$ cat src/rtl/spi_pkg.sv
// spi_pkg: shared SPI mode constants, master FSM state type and packet-size clamp helper
package spi_pkg;
  localparam logic CPOL = 1'b0;
  localparam logic CPHA = 1'b0;
  localparam logic [1:0] SPI_MODE = {CPOL, CPHA};
  typedef enum logic [2:0] {IDLE, SETUP, HIGH, LOW, HOLD, DONE} spi_master_state_e;
  function automatic int clamp_pkt_size(input int size, input int nbits);
    return (size == 0 || size > nbits) ? nbits : size;
  endfunction
endpackage

$ cat src/rtl/spi_half_period_timer.sv
// spi_half_period_timer: loadable down-counter (clk, reset, load, load_val in; tick out when the phase expires)
module spi_half_period_timer #(
  parameter int div_w = 8
) (
  input  logic             clk,
  input  logic             reset,
  input  logic             load,
  input  logic [div_w-1:0] load_val,
  output logic             tick
);
  logic [div_w:0] cnt;
  always_ff @(posedge clk)
    if (reset) cnt <= '0;
    else if (load) cnt <= {1'b0, load_val};
    else if (cnt != '0) cnt <= cnt - (div_w+1)'(1);
  assign tick = cnt == '0;
endmodule

$ cat src/rtl/spi_master_core.sv
// spi_master_core: SPI mode-0 MSB-first initiator (send val/rdy/msg + pkt_size/half_div in, recv val/rdy/msg out, cs_n/sclk/mosi out, miso in)
module spi_master_core
  import spi_pkg::*;
#(
  parameter int nbits = 34,
  parameter int div_w = 8
) (
  input  logic                       clk,
  input  logic                       reset,
  input  logic                       send_val,
  output logic                       send_rdy,
  input  logic [nbits-1:0]           send_msg,
  input  logic [$clog2(nbits+1)-1:0] pkt_size,
  input  logic [div_w-1:0]           half_div,
  output logic                       recv_val,
  input  logic                       recv_rdy,
  output logic [nbits-1:0]           recv_msg,
  output logic                       cs_n,
  output logic                       sclk,
  output logic                       mosi,
  input  logic                       miso
);
  localparam int pw = $clog2(nbits + 1);
  spi_master_state_e state, state_next;
  logic [nbits-1:0] sh, ld, mask;
  logic [pw-1:0] n, n_in, bcnt;
  logic [div_w-1:0] hd;
  logic tick, mosi_next;
  assign n_in = pw'(clamp_pkt_size(int'(pkt_size), nbits));
  assign ld = send_msg << (nbits - int'(n_in));
  assign mask = {nbits{1'b1}} >> (nbits - int'(n));
  assign send_rdy = state == IDLE && !reset;
  spi_half_period_timer #(.div_w(div_w)) timer (
    .clk(clk),
    .reset(reset),
    .load(state_next != state),
    .load_val(state == IDLE ? half_div : hd),
    .tick(tick)
  );
  always_ff @(posedge clk) state <= reset ? IDLE : state_next;
  always_comb begin
    state_next = state;
    unique case (state)
      IDLE:    state_next = send_val ? SETUP : IDLE;
      SETUP:   state_next = tick ? HIGH : SETUP;
      HIGH:    state_next = !tick ? HIGH : bcnt == '0 ? HOLD : LOW;
      LOW:     state_next = tick ? HIGH : LOW;
      HOLD:    state_next = tick ? DONE : HOLD;
      DONE:    state_next = recv_rdy ? IDLE : DONE;
      default: state_next = IDLE;
    endcase
    mosi_next = state == IDLE && send_val ? ld[nbits-1] :
                state == HIGH && state_next == LOW ? sh[nbits-1] :
                state_next inside {IDLE, DONE} ? 1'b0 : mosi;
  end
  always_ff @(posedge clk)
    if (reset) begin
      cs_n <= 1'b1;
      sclk <= SPI_MODE[1];
      mosi <= 1'b0;
      recv_val <= 1'b0;
      recv_msg <= '0;
      sh <= '0;
      n <= '0;
      bcnt <= '0;
      hd <= '0;
    end else begin
      cs_n <= state_next inside {IDLE, DONE};
      sclk <= (state_next == HIGH) ^ SPI_MODE[1];
      mosi <= mosi_next;
      recv_val <= state_next == DONE;
      if (state == IDLE && send_val) begin
        sh <= ld;
        n <= n_in;
        bcnt <= n_in;
        hd <= half_div;
      end
      if (state != HIGH && state_next == HIGH) begin
        sh <= {sh[nbits-2:0], miso};
        bcnt <= bcnt - pw'(1);
      end
      if (state == HOLD && state_next == DONE) recv_msg <= sh & mask;
    end
endmodule

$ cat config.mk
export PLATFORM = sky130hd
export DESIGN_NAME = spi_master_core
export DESIGN_NICKNAME = d
export VERILOG_FILES = /design/src/rtl/spi_pkg.sv /design/src/rtl/spi_half_period_timer.sv /design/src/rtl/spi_master_core.sv
export SDC_FILE = /design/constraint.sdc
export NUM_CORES = 1
export LEC_CHECK = 0
export CORE_UTILIZATION = 52
export CTS_CLUSTER_SIZE = 10
export DETAILED_ROUTE_END_ITERATION = 10
export PLACE_DENSITY = 0.75
export SLEW_MARGIN = 20
export SYNTH_ARGS = -nofsm -noshare
export SYNTH_HDL_FRONTEND = slang
export SYNTH_SLANG_ARGS = --single-unit
$ cat constraint.sdc
create_clock -name clk -period 5.85 [get_ports clk]
set_input_delay 1.17 -clock clk [delete_from_list [all_inputs] [get_ports clk]]
set_output_delay 1.17 -clock clk [all_outputs]
set_load 0.05 [all_outputs]
==> impl_metrics.yaml, run 1 <==
outcome:
  status: "finished, final reports clean"
critical_path:
  crit_path_start_kind: "input port"
  cp-end-kind: "register"
  required_ps: 6120
  worst-setup-path-type: "in2reg"
  rr_worst_depth: 10
  worst-path-max-fanout: 37
  worst_r2r_startpoint: "timer.cnt[0]"
  crit_start: "pkt_size[3]"
  r2r_slack_ps: 2300
  arrival_ps: 5090
  rr_endpoint: "recv_msg[8]"
  crit_path_end: "mosi"
timing:
  worst_slack_ps: 1030
  tns_ps: 0
  worst_slew_pin_slew_ps: 1010
  fin_crit_ps: 4820
  hold_viol: 0
  period_share_pct: 82.3
  skew_ps: 14.6
  fmax_mhz: 208
  holdWs_ps: 449
  setup_viol: 0
  rsz0062_at_grt: "false"
  final_max_slew_viol_count: 0
  slew_headroom_pct: 32.0
route:
  post-route-drc-count: 0
  drt_iter0_drc: 958
  wl_per_cell_um: 19.4
  drt_pass1_iterations: 9
  totalWireLength_mm: 22.2
  wl_met2_mm: 9.97
  drt-met1-wl_mm: 9.27
  vias_per_cell: 6.65
  drtAntennaViolNets: 0
  vias: 7611
  top_layer: "met4"
  wl_met3_mm: 2.15
cts:
  clockBufferDepth: 2
  cts_buffers: 9
  clock_latency_ps: 360
  cts_resized: 0
  cts_hold_buf: 0
  clk_pin_slew_ps: 70
  root_buffer: "clkbuf_16"
  cts_setup_buffers: 0
  clock-sinks: 104
  htreeDepth: 3
  cts_tree: "yes"
power:
  p_sw_share_pct: 38.7
  power_frac_seq_pct: 35.2
  p_clk_share_pct: 25.6
  power.leakage_uw: 0.00295
  fin_total_pwr_uw: 2550
  vdd_drop_max_mv: 0.163
  p_int_uw: 1560
  p_switching_uw: 984
  power_frac_comb_pct: 39.3
  p_per_area_nw_per_um2: 299
grt:
  grt_pass1_vias: 6898
  grt_max_degree: 65
  overflow: 0
  grt_pass1_wl_mm: 36.4
  grt_usage_pct: 31.9
  antenna_found_initial: 0
floorplanning:
  core_area_um2: 13300
  chipWidth_um: 120
  dieArea_um2: 14300
  ioPinCount: 92
  rows: 42
  die_y_um: 120
  start_util_pct: 53.8
logic_synthesis:
  netlist_instances: 918
  ys.flop_type: "dfxtp_1"
  synth_simple_gate_area_share_pct: 25.6
  synth_top_area_share_pct: 29.0
  synth_top_family_by_area: "simple AND/OR/NAND/NOR gates"
  postSynth.asyncResetShare_pct: 0
  ys_types: 72
  ys_ff_latch: 104
  syn_area_per_cell_um2: 7.83
  yosysWarnings: 0
  synth-edff-count: 0
  synth-xor-area-share_pct: 1.58
  synth_fp_nets: 975
  synth_compound_area_share_pct: 24.5
  netlist_area_um2: 7190
  synth_area_leaders: "dfxtp_1 29%, nand2_1 6.8%, mux4_2 6.6%, a21oi_1 5.9%, nor2_1 4.1%"
  synth_mux_area_share_pct: 13.6
  yosysTopAreaCell: "dfxtp_1"
  yosysSeqAreaShare_pct: 29.0
  synth_fa_ha_area_share_pct: 0.696
cells_and_area:
  finalNetCount: 1020
  area_delta_synth_final_pct: 18.3
  multi_input_area_um2: 4780
  final_cell_area_um2: 8500
  insertedDiodeCount: 0
  seqCellArea_um2: 2080
  fillCellCount: 1195
  layout-drive-gt1-share_pct: 10.2
flow_run:
  maxCapViolations: 0
placement:
  preCtsSetupSlack_ps: 783
  placed_area_um2: 8180
  dpl.hpwl_mm: 15.8
  portBuffers: 91
  gp_congestion: 1.01
worst_hold_path:
  hold_path_class: "reg2reg"
==> kinds of logic (layout without fill, tap and decap cells) <==
| logic type | after synthesis | after routing |
|---|---|---|
| xor gates and xnor gates | 13 | 13 |
| adders and majority gates | 4 | 4 |
| and+or+nand+nor | 379 | 379 |
| buffers and inverters | 88 | 138 |
| muxes | 64 | 64 |
| AOI/OAI and AO/OA | 266 | 266 |
| DFF | 104 | 104 |
==> final cells by class <==
| cell class | instances | area share [%] |
|---|---|---|
| Multi-Input combinational cell | 726 | 56.2 |
| Sequential cell | 104 | 24.5 |
| Timing Repair Buffer | 112 | 12.5 |
| Clock buffer | 9 | 2.65 |
| Tap cell | 176 | 2.59 |
| Clock inverter | 7 | 1.10 |
| Inverter | 10 | 0.441 |
==> metrics by stage <==
step / std cells / utilization (%)
floorplan: 918 / -
global placement: 1128 / 61.3
detailed placement: 1128 / 61.3
CTS: 1144 / 63.6
global route: 1144 / 63.7
finish: 1144 / 63.7
==> how the worst min path moves through the flow <==
stage                       from            to  cells past startpoint
global route        recv_msg[27]  recv_msg[27]                      2
floorplan                  hd[0]         hd[0]                      2
CTS                        hd[3]         hd[3]                      2
global placement           hd[4]         hd[4]                      2
detailed placement         hd[3]         hd[3]                      2
finish              recv_msg[27]  recv_msg[27]                      2
==> cell usage after synthesis, types with 5 or more instances <==
| cell | count |
|---|---|
| nand2_1 | 130 |
| dfxtp_1 | 104 |
| a21oi_1 | 85 |
| nor2_1 | 79 |
| clkbuf_1 | 62 |
| nand3_1 | 37 |
| o21ai_0 | 29 |
| nor2b_1 | 26 |
| mux2_2 | 23 |
| nor3_1 | 23 |
| a31oi_1 | 22 |
| mux4_2 | 21 |
| nand2b_1 | 20 |
| o22ai_1 | 18 |
| mux2i_1 | 17 |
| a22oi_1 | 15 |
| a211oi_1 | 14 |
| a32oi_1 | 13 |
| and3_1 | 13 |
| a221oi_1 | 9 |
| inv_1 | 8 |
| or3_1 | 8 |
| buf_2 | 7 |
| nor4_1 | 7 |
| o221ai_1 | 7 |
| xor2_1 | 7 |
| a311oi_1 | 6 |
| buf_1 | 6 |
| o211ai_1 | 6 |
| xnor2_1 | 6 |
| and2_1 | 5 |
| nand4_1 | 5 |
==> power groups by stage <==
stage	clock (uW)	combinational (uW)	sequential, uW
finish	651	1000	896
global route	681	1100	903
CTS	654	977	888
detailed placement	0	970	903
global placement	0	963	903
floorplan	0	721	877
==> cell usage in the layout (no fill, tap or decap), drive strengths merged, types with 9 or more instances in the layout <==
master,Yosys,layout
nor3,24,24
o21ai,31,31
a211oi,14,14
o22ai,18,18
nand2,130,130
nor2b,26,26
and3,13,13
clkdlybuf4s50,0,90
buf,16,22
a21oi,85,85
clkbuf,62,9
a31oi,22,22
nand3,37,37
nor4,10,10
a32oi,13,13
a221oi,9,9
nand2b,20,20
nor2,79,79
mux4,24,24
mux2,23,23
dfxtp,104,104
a22oi,15,15
inv,9,10
mux2i,17,17
==> registers in the layout (all words and copies together) (netlist names) <==
name       flops
timer.cnt      9
sclk           1
recv_msg      34
bcnt           6
hd             8
recv_val       1
state          3
cs_n           1
n              6
mosi           1
sh            34
==> per-layer routing <==
| metal | up-vias | GRT usage (%) |
|---|---|---|
| met4 | 0 | 14.6 |
| met3 | 64 | 5.47 |
| met5 | - | 0 |
| li1 | 3524 | - |
| met2 | 472 | 49.2 |
| met1 | 3551 | 43.5 |
==> critical path, cell delays in order <==
cell             delay, ps
clkdlybuf4s50_1        640
nor4_4                  70
buf_4                  180
o21ai_2                460
inv_2                   70
ha_1                   310
buf_4                  390
nor3b_1                100
mux2_2                 280
nor4_1                 650
a22oi_1                220
nand2_1                120
a32oi_1                160
a311oi_1               230
Note: power is estimated with default switching activity, not from simulation.
==> run 2, diff against run 1 <==
clock period = 4.9 ns   (was 5.85 ns; I/O delays follow)
==> impl_metrics.yaml, run 2 (synthesized netlist as in run 1, its figures left out) <==
flow_run:
  maxCapViolations: 0
cts:
  clockBufferDepth: 2
  cts_resized: 0
  cts_buffers: 9
  cts_hold_buf: 0
  clock-sinks: 104
  clk_pin_slew_ps: 70
  clock_latency_ps: 350
  root_buffer: "clkbuf_16"
  cts_tree: "yes"
  cts_setup_buffers: 0
  htreeDepth: 3
critical_path:
  worst-path-max-fanout: 13
  crit_path_max_incr_delay_ps: 430
  worst-setup-path-type: "in2reg"
  required_ps: 5100
  crit_slowest_cell: "or3_1"
  cp_cell_sequence: "clkdlybuf4s50_1 -> or3_1 -> a211o_1 -> ha_1 -> clkinv_1 -> buf_4 -> mux4_2 -> a22o_1 -> o21a_1 -> a221oi_1 -> nor2_1"
  arrival_ps: 4490
  cp-end-kind: "register"
  crit_path_start_kind: "input port"
timing:
  setup_viol: 0
  slew_headroom_pct: 30.1
  rsz0062_at_grt: "false"
  tns_ps: 0
  fmax_mhz: 233
  period_share_pct: 87.5
  worst_slack_ps: 615
  fin_crit_ps: 4290
  worst_slew_pin_slew_ps: 1040
  final_max_slew_viol_count: 0
  hold_viol: 0
  skew_ps: 8.95
power:
  p_per_area_nw_per_um2: 347
  vdd_drop_max_mv: 0.178
  power_frac_comb_pct: 40.6
  power.leakage_uw: 0.00301
  p_clk_share_pct: 23.4
  p_int_uw: 1790
  power_frac_seq_pct: 36.0
  p_switching_uw: 1180
  p_sw_share_pct: 39.7
route:
  drt_pass1_iterations: 8
  vias_per_cell: 6.54
  drt_iter0_drc: 792
  drtAntennaViolNets: 0
  vias: 7566
  totalWireLength_mm: 22.9
  post-route-drc-count: 0
  wl_per_cell_um: 19.8
placement:
  gp_congestion: 0.971
  preCtsSetupSlack_ps: 316
  dpl.hpwl_mm: 16.8
  placed_area_um2: 8290
  placedCellCount: 1141
  portBuffers: 91
grt:
  grt_usage_pct: 32.7
  overflow: 0
  grt_max_degree: 82
  grt_pass1_wl_mm: 37.1
  antenna_found_initial: 0
  grt_pass1_vias: 6951
outcome:
  status: "finished, final reports clean"
cells_and_area:
  mostFrequentLayoutCells: "130 x nand2_1, 104 x dfxtp_1, 90 x clkdlybuf4s50_1, 85 x a21oi_1, 79 x nor2_1"
  final_common_cell: "nand2_1"
  seqCellArea_um2: 2080
  finalNonFillerCells: 1157
  fillCellCount: 1237
  layout-drive-gt1-share_pct: 11.4
  multi_input_area_um2: 4770
  area_delta_synth_final_pct: 19.4
  reg_top3: "recv_msg (34), sh (34), timer.cnt (9)"
  final_cell_area_um2: 8580
  finalNetCount: 1033
  insertedDiodeCount: 0
floorplanning:
  core_area_um2: 13300
  chipWidth_um: 120
  rows: 42
  ioPinCount: 92
  die_y_um: 120
  start_util_pct: 53.8
  dieArea_um2: 14300
worst_hold_path:
  hold_path_class: "reg2reg"
-- run 2: cell count changes in the layout (fill, tap and decap cells not counted), sizes merged --
cell / change
clkbuf: +1
buf: +13
clkinv: +1
bufinv: -2
-- run 2: area by class of cell --
class / instances / area share, %
Tap cell: 176 / 2.57
Timing Repair Buffer: 125 / 13.7
Clock buffer: 10 / 2.79
Sequential cell: 104 / 24.3
Clock inverter: 6 / 0.627
Multi-Input combinational cell: 726 / 55.6
Inverter: 10 / 0.438
-- run 2: routing by layer --
layer	track usage (%)	routed length (um)
met1	44.9	9910
met2	50.6	10400
met3	4.99	1720
met4	14.9	890
met5	0	0
-- run 2: worst paths after layout --
| check | start | to | slack, ps | depth (start not counted) |
|---|---|---|---|---|
| worst max-delay path | pkt_size[4] | sh[15] | 610 | 11 |
| worst min register to register | hd[6] | hd[6] | 450 | 2 |
| worst max register to register | timer.cnt[0] | recv_msg[8] | 1330 | 10 |
| worst min-delay path | hd[6] | hd[6] | 450 | 2 |
-- run 2: through the flow --
stage / hold WS (ps) / utilization, % / power [uW]
2_1_floorplan: 432 / - / 1910
4_1_cts: 453 / 64.3 / 2960
5_1_grt: 469 / 64.3 / 3140
6_report: 452 / 64.3 / 2970
3_5_place_dp: 443 / 62.1 / 2260
3_3_place_gp: 438 / 62.1 / 2260
-- run 2: critical path: cells and delay by family --
family          cells  cell delay [ps]
compound gates      4             1090
fa+ha+maj           1              350
buf+inv             3             1180
mux                 1              390
simple gates        2              490
-- run 2: power groups by stage --
stage          clock (uW)  sequential, uW  combinational [uW]
3_5_place_dp            0            1080                1180
6_report              697            1070                1210
3_3_place_gp            0            1080                1180
2_1_floorplan           0            1050                 861
4_1_cts               707            1060                1190
5_1_grt               742            1080                1320
==> run 3, diff against run 2 <==
CORE_MARGIN = 5   (was unset)
==> impl_metrics.yaml, run 3 (synthesized netlist as in run 1, its figures left out) <==
cells_and_area:
  mostFrequentLayoutCells: "130 x nand2_1, 104 x dfxtp_1, 90 x clkdlybuf4s50_1, 85 x a21oi_1, 79 x nor2_1"
  reg_top3: "recv_msg (34), sh (34), timer.cnt (9)"
  finalNetCount: 1030
  insertedDiodeCount: 0
  multi_input_area_um2: 4770
  final_cell_area_um2: 8620
  area_delta_synth_final_pct: 19.9
  seqCellArea_um2: 2080
  final_common_cell: "nand2_1"
  layout-drive-gt1-share_pct: 11.1
  fillCellCount: 1218
route:
  drtAntennaViolNets: 0
  drt_pass1_iterations: 6
  wl_per_cell_um: 19.5
  vias_per_cell: 6.54
  post-route-drc-count: 0
  vias: 7572
  totalWireLength_mm: 22.6
  drt_iter0_drc: 990
cts:
  cts_buffers: 9
  clockBufferDepth: 2
  cts_tree: "yes"
  cts_setup_buffers: 0
  root_buffer: "clkbuf_16"
  clk_pin_slew_ps: 80
  clock_latency_ps: 350
  cts_hold_buf: 0
  cts_resized: 0
  htreeDepth: 3
  clock-sinks: 104
timing:
  skew_ps: 13.3
  period_share_pct: 85.0
  rsz0062_at_grt: "false"
  worst_slew_pin_slew_ps: 1010
  tns_ps: 0
  final_max_slew_viol_count: 0
  fin_crit_ps: 4170
  hold_viol: 0
  worst_slack_ps: 734
  slew_headroom_pct: 32.1
  fmax_mhz: 240
  setup_viol: 0
  holdWs_ps: 451
placement:
  placed_area_um2: 8280
  preCtsSetupSlack_ps: 402
  portBuffers: 91
  dpl.hpwl_mm: 16.4
  gp_congestion: 1.01
floorplanning:
  rows: 43
  ioPinCount: 92
  die_y_um: 128
  start_util_pct: 52.4
  chipWidth_um: 128
  core_area_um2: 13700
  dieArea_um2: 16300
power:
  vdd_drop_max_mv: 0.189
  fin_total_pwr_uw: 3070
  p_per_area_nw_per_um2: 356
  power.leakage_uw: 0.00303
grt:
  grt_pass1_vias: 7005
  grt_max_degree: 61
  grt_pass1_wl_mm: 36.9
  overflow: 0
  antenna_found_initial: 0
  grt_usage_pct: 27.8
critical_path:
  crit_path_start_kind: "input port"
  cp-end-kind: "register"
  worst-setup-path-type: "in2reg"
  required_ps: 5130
  arrival_ps: 4390
  worst-path-max-fanout: 31
flow_run:
  maxCapViolations: 0
outcome:
  status: "finished, final reports clean"
worst_hold_path:
  hold_path_class: "reg2reg"
-- run 3: changes by cell type in the layout (fill, tap and decap cells not counted), sizes merged --
cell      previous run  this run
inv                 10        13
clkinvlp             2         0
clkinv               4         2
clkbuf              10         9
buf                 35        32
bufinv               0         2
-- run 3: worst paths after layout --
check,startpoint,to,slack (ps),cells after the start
worst max register to register,timer.cnt[0],recv_msg[14],1300,9
worst min-delay path,hd[4],hd[4],450,2
worst max-delay path,pkt_size[4],sh[15],730,12
worst min register to register,hd[4],hd[4],450,2
-- run 3: area by class of cell --
cell class              instances  share of cell area, %
clock buffers                   9                   2.61
clock inverters                 7                   1.26
inverters                      10                  0.436
multi-input cells             726                   55.4
flip-flops and latches        104                   24.2
well taps                     180                   2.61
repair buffers                122                   13.5
-- run 3: worst max-delay path: stages --
cell and delay, ps:
clkdlybuf4s50_1 420, or3_1 430, a211o_1 350, ha_1 470, buf_12 230, mux2_2 370
o22ai_1 220, nor3_1 140, a211o_1 330, o21a_1 130, a221oi_1 250, nor2_1 60
-- run 3: through the flow --
step,std cells,utilization (%)
4_1_cts,1158,62.8
2_1_floorplan,918,-
3_5_place_dp,1142,60.4
5_1_grt,1158,62.8
6_report,1158,62.8
3_3_place_gp,1142,60.4
-- run 3: per-layer routing --
metal	wire [um]	GRT usage, %
met4	651	10.1
met1	9590	38.9
met2	10500	43.9
met5	0	0
met3	1870	3.97
-- run 3: where the power goes --
part | leakage [uW] | internal, uW | switching [uW] | total, uW
Clock | 0.000164 | 460 | 340 | 800
Combinational | 0.00201 | 480 | 725 | 1200
Sequential | 0.000846 | 950 | 115 | 1070
